==> src/rtl/serial_subtractor_pkg.sv <==
// Shared definitions for the bit-serial subtractor: FSM encoding, default width
// and the bit-counter sizing helper.
package serial_subtractor_pkg;

    localparam int SUB_WIDTH_DEFAULT = 8;

    typedef enum logic [1:0] {
        ST_IDLE = 2'd0,
        ST_RUN  = 2'd1,
        ST_DONE = 2'd2
    } sub_state_e;

    // Counter must reach WIDTH-1; a 1-bit counter is the floor so WIDTH=1 still has a legal vector.
    function automatic int cnt_width(input int width);
        return (width > 1) ? $clog2(width) : 1;
    endfunction

endpackage

==> src/rtl/serial_subtractor_fs.sv <==
// Single-bit full subtractor: computes a - b - borrow_in for one bit position.
module full_subtractor (
    input  logic a,
    input  logic b,
    input  logic borrow_in,
    output logic diff,
    output logic borrow_out
);

    logic a_xor_b;

    assign a_xor_b    = a ^ b;
    assign diff       = a_xor_b ^ borrow_in;
    assign borrow_out = (~a & b) | (~a_xor_b & borrow_in);

endmodule

==> src/rtl/serial_subtractor.sv <==
// Bit-serial a-b: operands are shifted out LSB first through one full subtractor,
// results are shifted into the top of the result register, one bit per RUN cycle.
module serial_subtractor
    import serial_subtractor_pkg::*;
#(
    parameter int WIDTH = SUB_WIDTH_DEFAULT
) (
    input  logic             clk,
    input  logic             rst,
    input  logic             start,
    input  logic [WIDTH-1:0] a,
    input  logic [WIDTH-1:0] b,
    output logic             ready,
    output logic             busy,
    output logic             done,
    output logic [WIDTH-1:0] diff,
    output logic             borrow_out
);

    localparam int             CW       = cnt_width(WIDTH);
    localparam logic [CW-1:0]  CNT_LAST = CW'(WIDTH - 1);

    sub_state_e       state_q, state_d;
    logic [WIDTH-1:0] a_q, a_d;
    logic [WIDTH-1:0] b_q, b_d;
    logic [WIDTH-1:0] res_q, res_d;
    logic [CW-1:0]    cnt_q, cnt_d;
    logic             bin_q, bin_d;
    logic             bout_q, bout_d;

    logic             fs_diff;
    logic             fs_bout;
    logic [WIDTH-1:0] res_shift;

    full_subtractor u_fs (
        .a          (a_q[0]),
        .b          (b_q[0]),
        .borrow_in  (bin_q),
        .diff       (fs_diff),
        .borrow_out (fs_bout)
    );

    // New bit enters at the MSB so that after WIDTH shifts bit i sits at position i.
    generate
        if (WIDTH == 1) begin : g_res_one
            assign res_shift = fs_diff;
        end else begin : g_res_many
            assign res_shift = {fs_diff, res_q[WIDTH-1:1]};
        end
    endgenerate

    always_comb begin
        state_d = state_q;
        a_d     = a_q;
        b_d     = b_q;
        res_d   = res_q;
        cnt_d   = cnt_q;
        bin_d   = bin_q;
        bout_d  = bout_q;
        case (state_q)
            ST_IDLE: begin
                if (start) begin
                    state_d = ST_RUN;
                    a_d     = a;
                    b_d     = b;
                    cnt_d   = '0;
                    bin_d   = 1'b0;
                end
            end
            ST_RUN: begin
                a_d   = a_q >> 1;
                b_d   = b_q >> 1;
                res_d = res_shift;
                bin_d = fs_bout;
                if (cnt_q == CNT_LAST) begin
                    state_d = ST_DONE;
                    bout_d  = fs_bout;
                end else begin
                    cnt_d = cnt_q + CW'(1);
                end
            end
            ST_DONE: begin
                state_d = ST_IDLE;
            end
            default: begin
                state_d = ST_IDLE;
            end
        endcase
    end

    always_ff @(posedge clk or posedge rst) begin
        if (rst) begin
            state_q <= ST_IDLE;
            a_q     <= '0;
            b_q     <= '0;
            res_q   <= '0;
            cnt_q   <= '0;
            bin_q   <= 1'b0;
            bout_q  <= 1'b0;
        end else begin
            state_q <= state_d;
            a_q     <= a_d;
            b_q     <= b_d;
            res_q   <= res_d;
            cnt_q   <= cnt_d;
            bin_q   <= bin_d;
            bout_q  <= bout_d;
        end
    end

    assign ready      = (state_q == ST_IDLE);
    assign busy       = (state_q == ST_RUN);
    assign done       = (state_q == ST_DONE);
    assign diff       = res_q;
    assign borrow_out = bout_q;

endmodule
==> config.mk <==
export PLATFORM = sky130hd
export DESIGN_NAME = serial_subtractor
export DESIGN_NICKNAME = d
export VERILOG_FILES = /design/src/rtl/serial_subtractor_pkg.sv /design/src/rtl/serial_subtractor_fs.sv /design/src/rtl/serial_subtractor.sv
export SDC_FILE = /design/constraint.sdc
export NUM_CORES = 1
export LEC_CHECK = 0
export CAP_MARGIN = 30
export CORE_MARGIN = 4
export CORE_UTILIZATION = 35
export CTS_CLUSTER_DIAMETER = 100
export DETAILED_ROUTE_END_ITERATION = 16
export HOLD_SLACK_MARGIN = 0.1
export SYNTH_ARGS = -nofsm -noshare
export SYNTH_HDL_FRONTEND = slang
export SYNTH_HIERARCHICAL = 1
export SYNTH_SLANG_ARGS = --single-unit
==> constraint.sdc <==
create_clock -name clk -period 2.3 [get_ports clk]
set_input_delay 0.345 -clock clk [delete_from_list [all_inputs] [get_ports clk]]
set_output_delay 0.345 -clock clk [all_outputs]
set_load 0.05 [all_outputs]
==> summary.md <==
| Metric | Value |
|---|---|
| P_sw | `approximately 0.0011 W` |
| Initial antenna violation count | `0` |
| Final Max Tran Viols | `0` |
| EDFF count, synth | `0` |
| Reg2reg setup slack | `just under 0.7 ns` |
| Part of the cycle the worst path needs | `approximately 79%` |
| Final setup vio count | `0` |
| Clk Latency, worst-skew pair | `0.28 ns` |
| Met1 wire length | `1.51 mm` |
| Cells after Synth | `145` |
| Post-route setup slack | `a little under 0.5 ns` |
| Iteration count of the initial detailed-routing pass | `5` |
| Die W | `roughly 73 um` |
| Drt via density | `a little over 5` |
| Pre-CTS WS | `between 0.5 and 0.6 ns` |
| Post-CTS Repair Setup Buffers | `0` |
| Measured slew at the worst slew-check pin | `about 0.5 ns` |
| Startpoint types | `flop` |
| Top sig layer | `met4` |
| Most used DFF post-synth | `dfrtp_1` |
| IO Pins | `31` |
| Yosys cell types | `24` |
| Final wirelength | `between 3 and 4 mm` |
| Clk buf depth | `2` |
| Final Hold Vio Count | `0` |
| Synth Net Count | `between 150 and 200` |
| Setup_tns | `0 ns` |
| Metal2 WL | `approximately 1.4 mm` |
| Area growth, synth to finish | `30.1%` |
| Share of cells above drive strength 1 | `11.7%` |
| Largest net degree at the start of global routing | `32` |
| Clock power frac | `14.3%` |
| Int Pwr | `around 0.0016 W` |
| CTS Buf Count | `5` |
| DIE HEIGHT | `around 73 um` |
| Status | `finished clean` |
| Drc violations | `0` |
| Syn_area_per_cell | `~10 sq um` |
| Crit end category | `primary output` |
| Power per cell area | `between 1000 and 1500 mW/mm^2` |
| Crit-path max FO | `3` |
| Period minus WS final | `around 1.8 ns` |
| Worst hold slack | `0.455 ns` |
| Met3 WL | `232 um` |
| Clk sinks | `31` |
| RSZ-0062 raised after global routing | `false` |
| Final instance area | `0.00194 sq mm` |
| Critical Path, Cell by Cell | `clkdlybuf4s50_1` |
| Placed inst area | `approximately 0.0019 sq mm` |
| H-Tree Depth | `2` |
| CTS tree | `built` |
| Die area | `between 0.005 and 0.006 sq mm` |
| Leakage | `approximately 0.88 nW` |
| Max cap viols | `0` |
| Seq cells post-synth | `31` |
| Clock root cell | `clkbuf_8` |
| Asr flop ratio synth | `100%` |
| Crit path DAT | `1.46 ns` |
| Gp weighted congestion | `about 0.69` |
| Largest stage delay, worst path | `~0.8 ns` |
| Crit path max-delay cell type | `clkdlybuf4s50_1` |
| CTS clk-pin slew, worst paths | `around 0.060 ns` |
| Nets | `202` |
| Switching Fraction | `42.1%` |
| Global route overflow | `0` |
| Netlist Area Pre-Place | `between 0.001 and 0.0015 sq mm` |
| Worst path top cell family by delay | `buffers and inverters` |
| GR Util All Layers | `between 10 and 15%` |
| Row cnt | `23` |
| DP Cell Count | `223` |
| N_diodes | `0` |
| Post-synthesis sequential area ratio | `a little over half` |
| Crit Path Class | `reg2out` |
| Antenna Violating Nets Remaining | `0` |
| Hold Path Class | `in2async` |
| Layout Cells excl Fill | `between 200 and 250` |
| Core ar. | `between 0.004 and 0.005 sq mm` |
| Vias in the first global route | `around 1200` |
| Max_slew headroom | `about two thirds` |
| Vias | `between 1000 and 1500` |
| Highest clock rate | `between 0.5 and 0.6 GHz` |
| Hpwl dp | `about 2.3 mm` |
| Final Skew | `0.00437 ns` |
| Comb power frac | `50.3%` |
| Worst Path Buf+Inv | `1` |
| DRT iter0 DRCs | `between 40 and 50` |
| Hold bufs inserted after CTS | `0` |
| Syn. warnings | `6` |
| First-pass GRT wire length | `~5.6 mm` |
| Worst ir drop on vdd | `0.555 mV` |
| Starting Density | `a little under two fifths` |
| Register share of total power | `35.4%` |
| Port Buffers | `30` |
| WP data required | `slightly below 2 ns` |
| Post-cts sizing count | `0` |
| Wirelength per Cell | `about 14 um` |
## final cells by class
type | count | area, sq um
repair buffers | 36 | 350
clock buffers | 6 | 72.6
flip-flops and latches | 31 | 776
fillers | 377 | 2120
inverters | 9 | 33.8
multi-input cells | 97 | 644
well taps | 50 | 62.6
## registers in the layout (all words and copies together) (netlist names)
signal	flops
a_q	8
bin_q	1
state_q	2
cnt_q	3
b_q	8
borrow_out	1
diff	8
## power by group through the flow
stage                     clock network, W  registers, W  logic (W)
after floorplan                          0       0.00116   0.000745
after global placement                   0      0.000950    0.00132
after detailed placement                 0      0.000962    0.00137
after CTS                         0.000391      0.000954    0.00137
after global routing              0.000420      0.000984    0.00150
final                             0.000384      0.000952    0.00135
## metal layers
layer	up-vias	track usage, %
met5	-	0
met4	0	4.30
met3	5	4.92
met2	39	20.8
met1	552	17.8
li1	565	-
## through the flow
stage	power, W	utilization [%]
global route	0.00290	47.8
floorplan	0.00190	-
CTS	0.00271	47.8
global placement	0.00227	46.0
finish	0.00269	47.8
detailed placement	0.00233	46.0
## final timing paths
check | startpoint | end | cells past startpoint
max | diff[1]$_DFFE_PP0N_ | diff[1] | 1
min | rst | a_q[6]$_DFFE_PP0P_ | 3
max reg2reg | state_q[0]$_DFFE_PP0P_ | borrow_out$_DFFE_PP0P_ | 4
min reg2reg | diff[0]$_DFFE_PP0N_ | diff[0]$_DFFE_PP0N_ | 2
max in group asynchronous | rst | diff[5]$_DFFE_PP0N_ | 3
min in group clk | diff[0]$_DFFE_PP0N_ | diff[0]$_DFFE_PP0N_ | 2
## cell usage after synthesis (all sizes together) (5+ instances only)
cell type,number,share of area [%]
dfrtp,31,52
nand2,30,7.6
inv,9,2.3
nor3b,8,4.0
o21ai,8,2.7
nand2b,7,2.9
a22o,6,3.5
nor2b,6,2.5
a21oi,5,1.7
buf,5,1.7
## cells in the final DEF (no fill, tap or decap), drive strengths merged
| cell type | instances |
|---|---|
| dfrtp | 31 |
| nand2 | 30 |
| clkdlybuf4s50 | 27 |
| inv | 9 |
| buf | 9 |
| nor3b | 8 |
| o21ai | 8 |
| nand2b | 7 |
| nor2b | 6 |
| a22o | 6 |
| clkbuf | 6 |
| a21oi | 5 |
| o22a | 4 |
| a221oi | 4 |
| a221o | 4 |
| nor2 | 4 |
| mux2 | 2 |
| nand3b | 2 |
| o221a | 2 |
| ha | 2 |
| or2 | 1 |
| and2 | 1 |
| fa | 1 |
## cells by family (layout without fill, tap and decap cells)
group / after synthesis / in the layout / share of synthesized area [%]
AO/OA/AOI/OAI: 33 / 33 / 18.5
adder cells (fa/ha/maj): 3 / 3 / 3.02
buffers and inverters: 17 / 51 / 4.70
flip-flops: 31 / 31 / 52.1
multiplexers: 2 / 2 / 1.51
AND/OR/NAND/NOR: 59 / 59 / 20.2
Power figures use the tool's default switching activity.
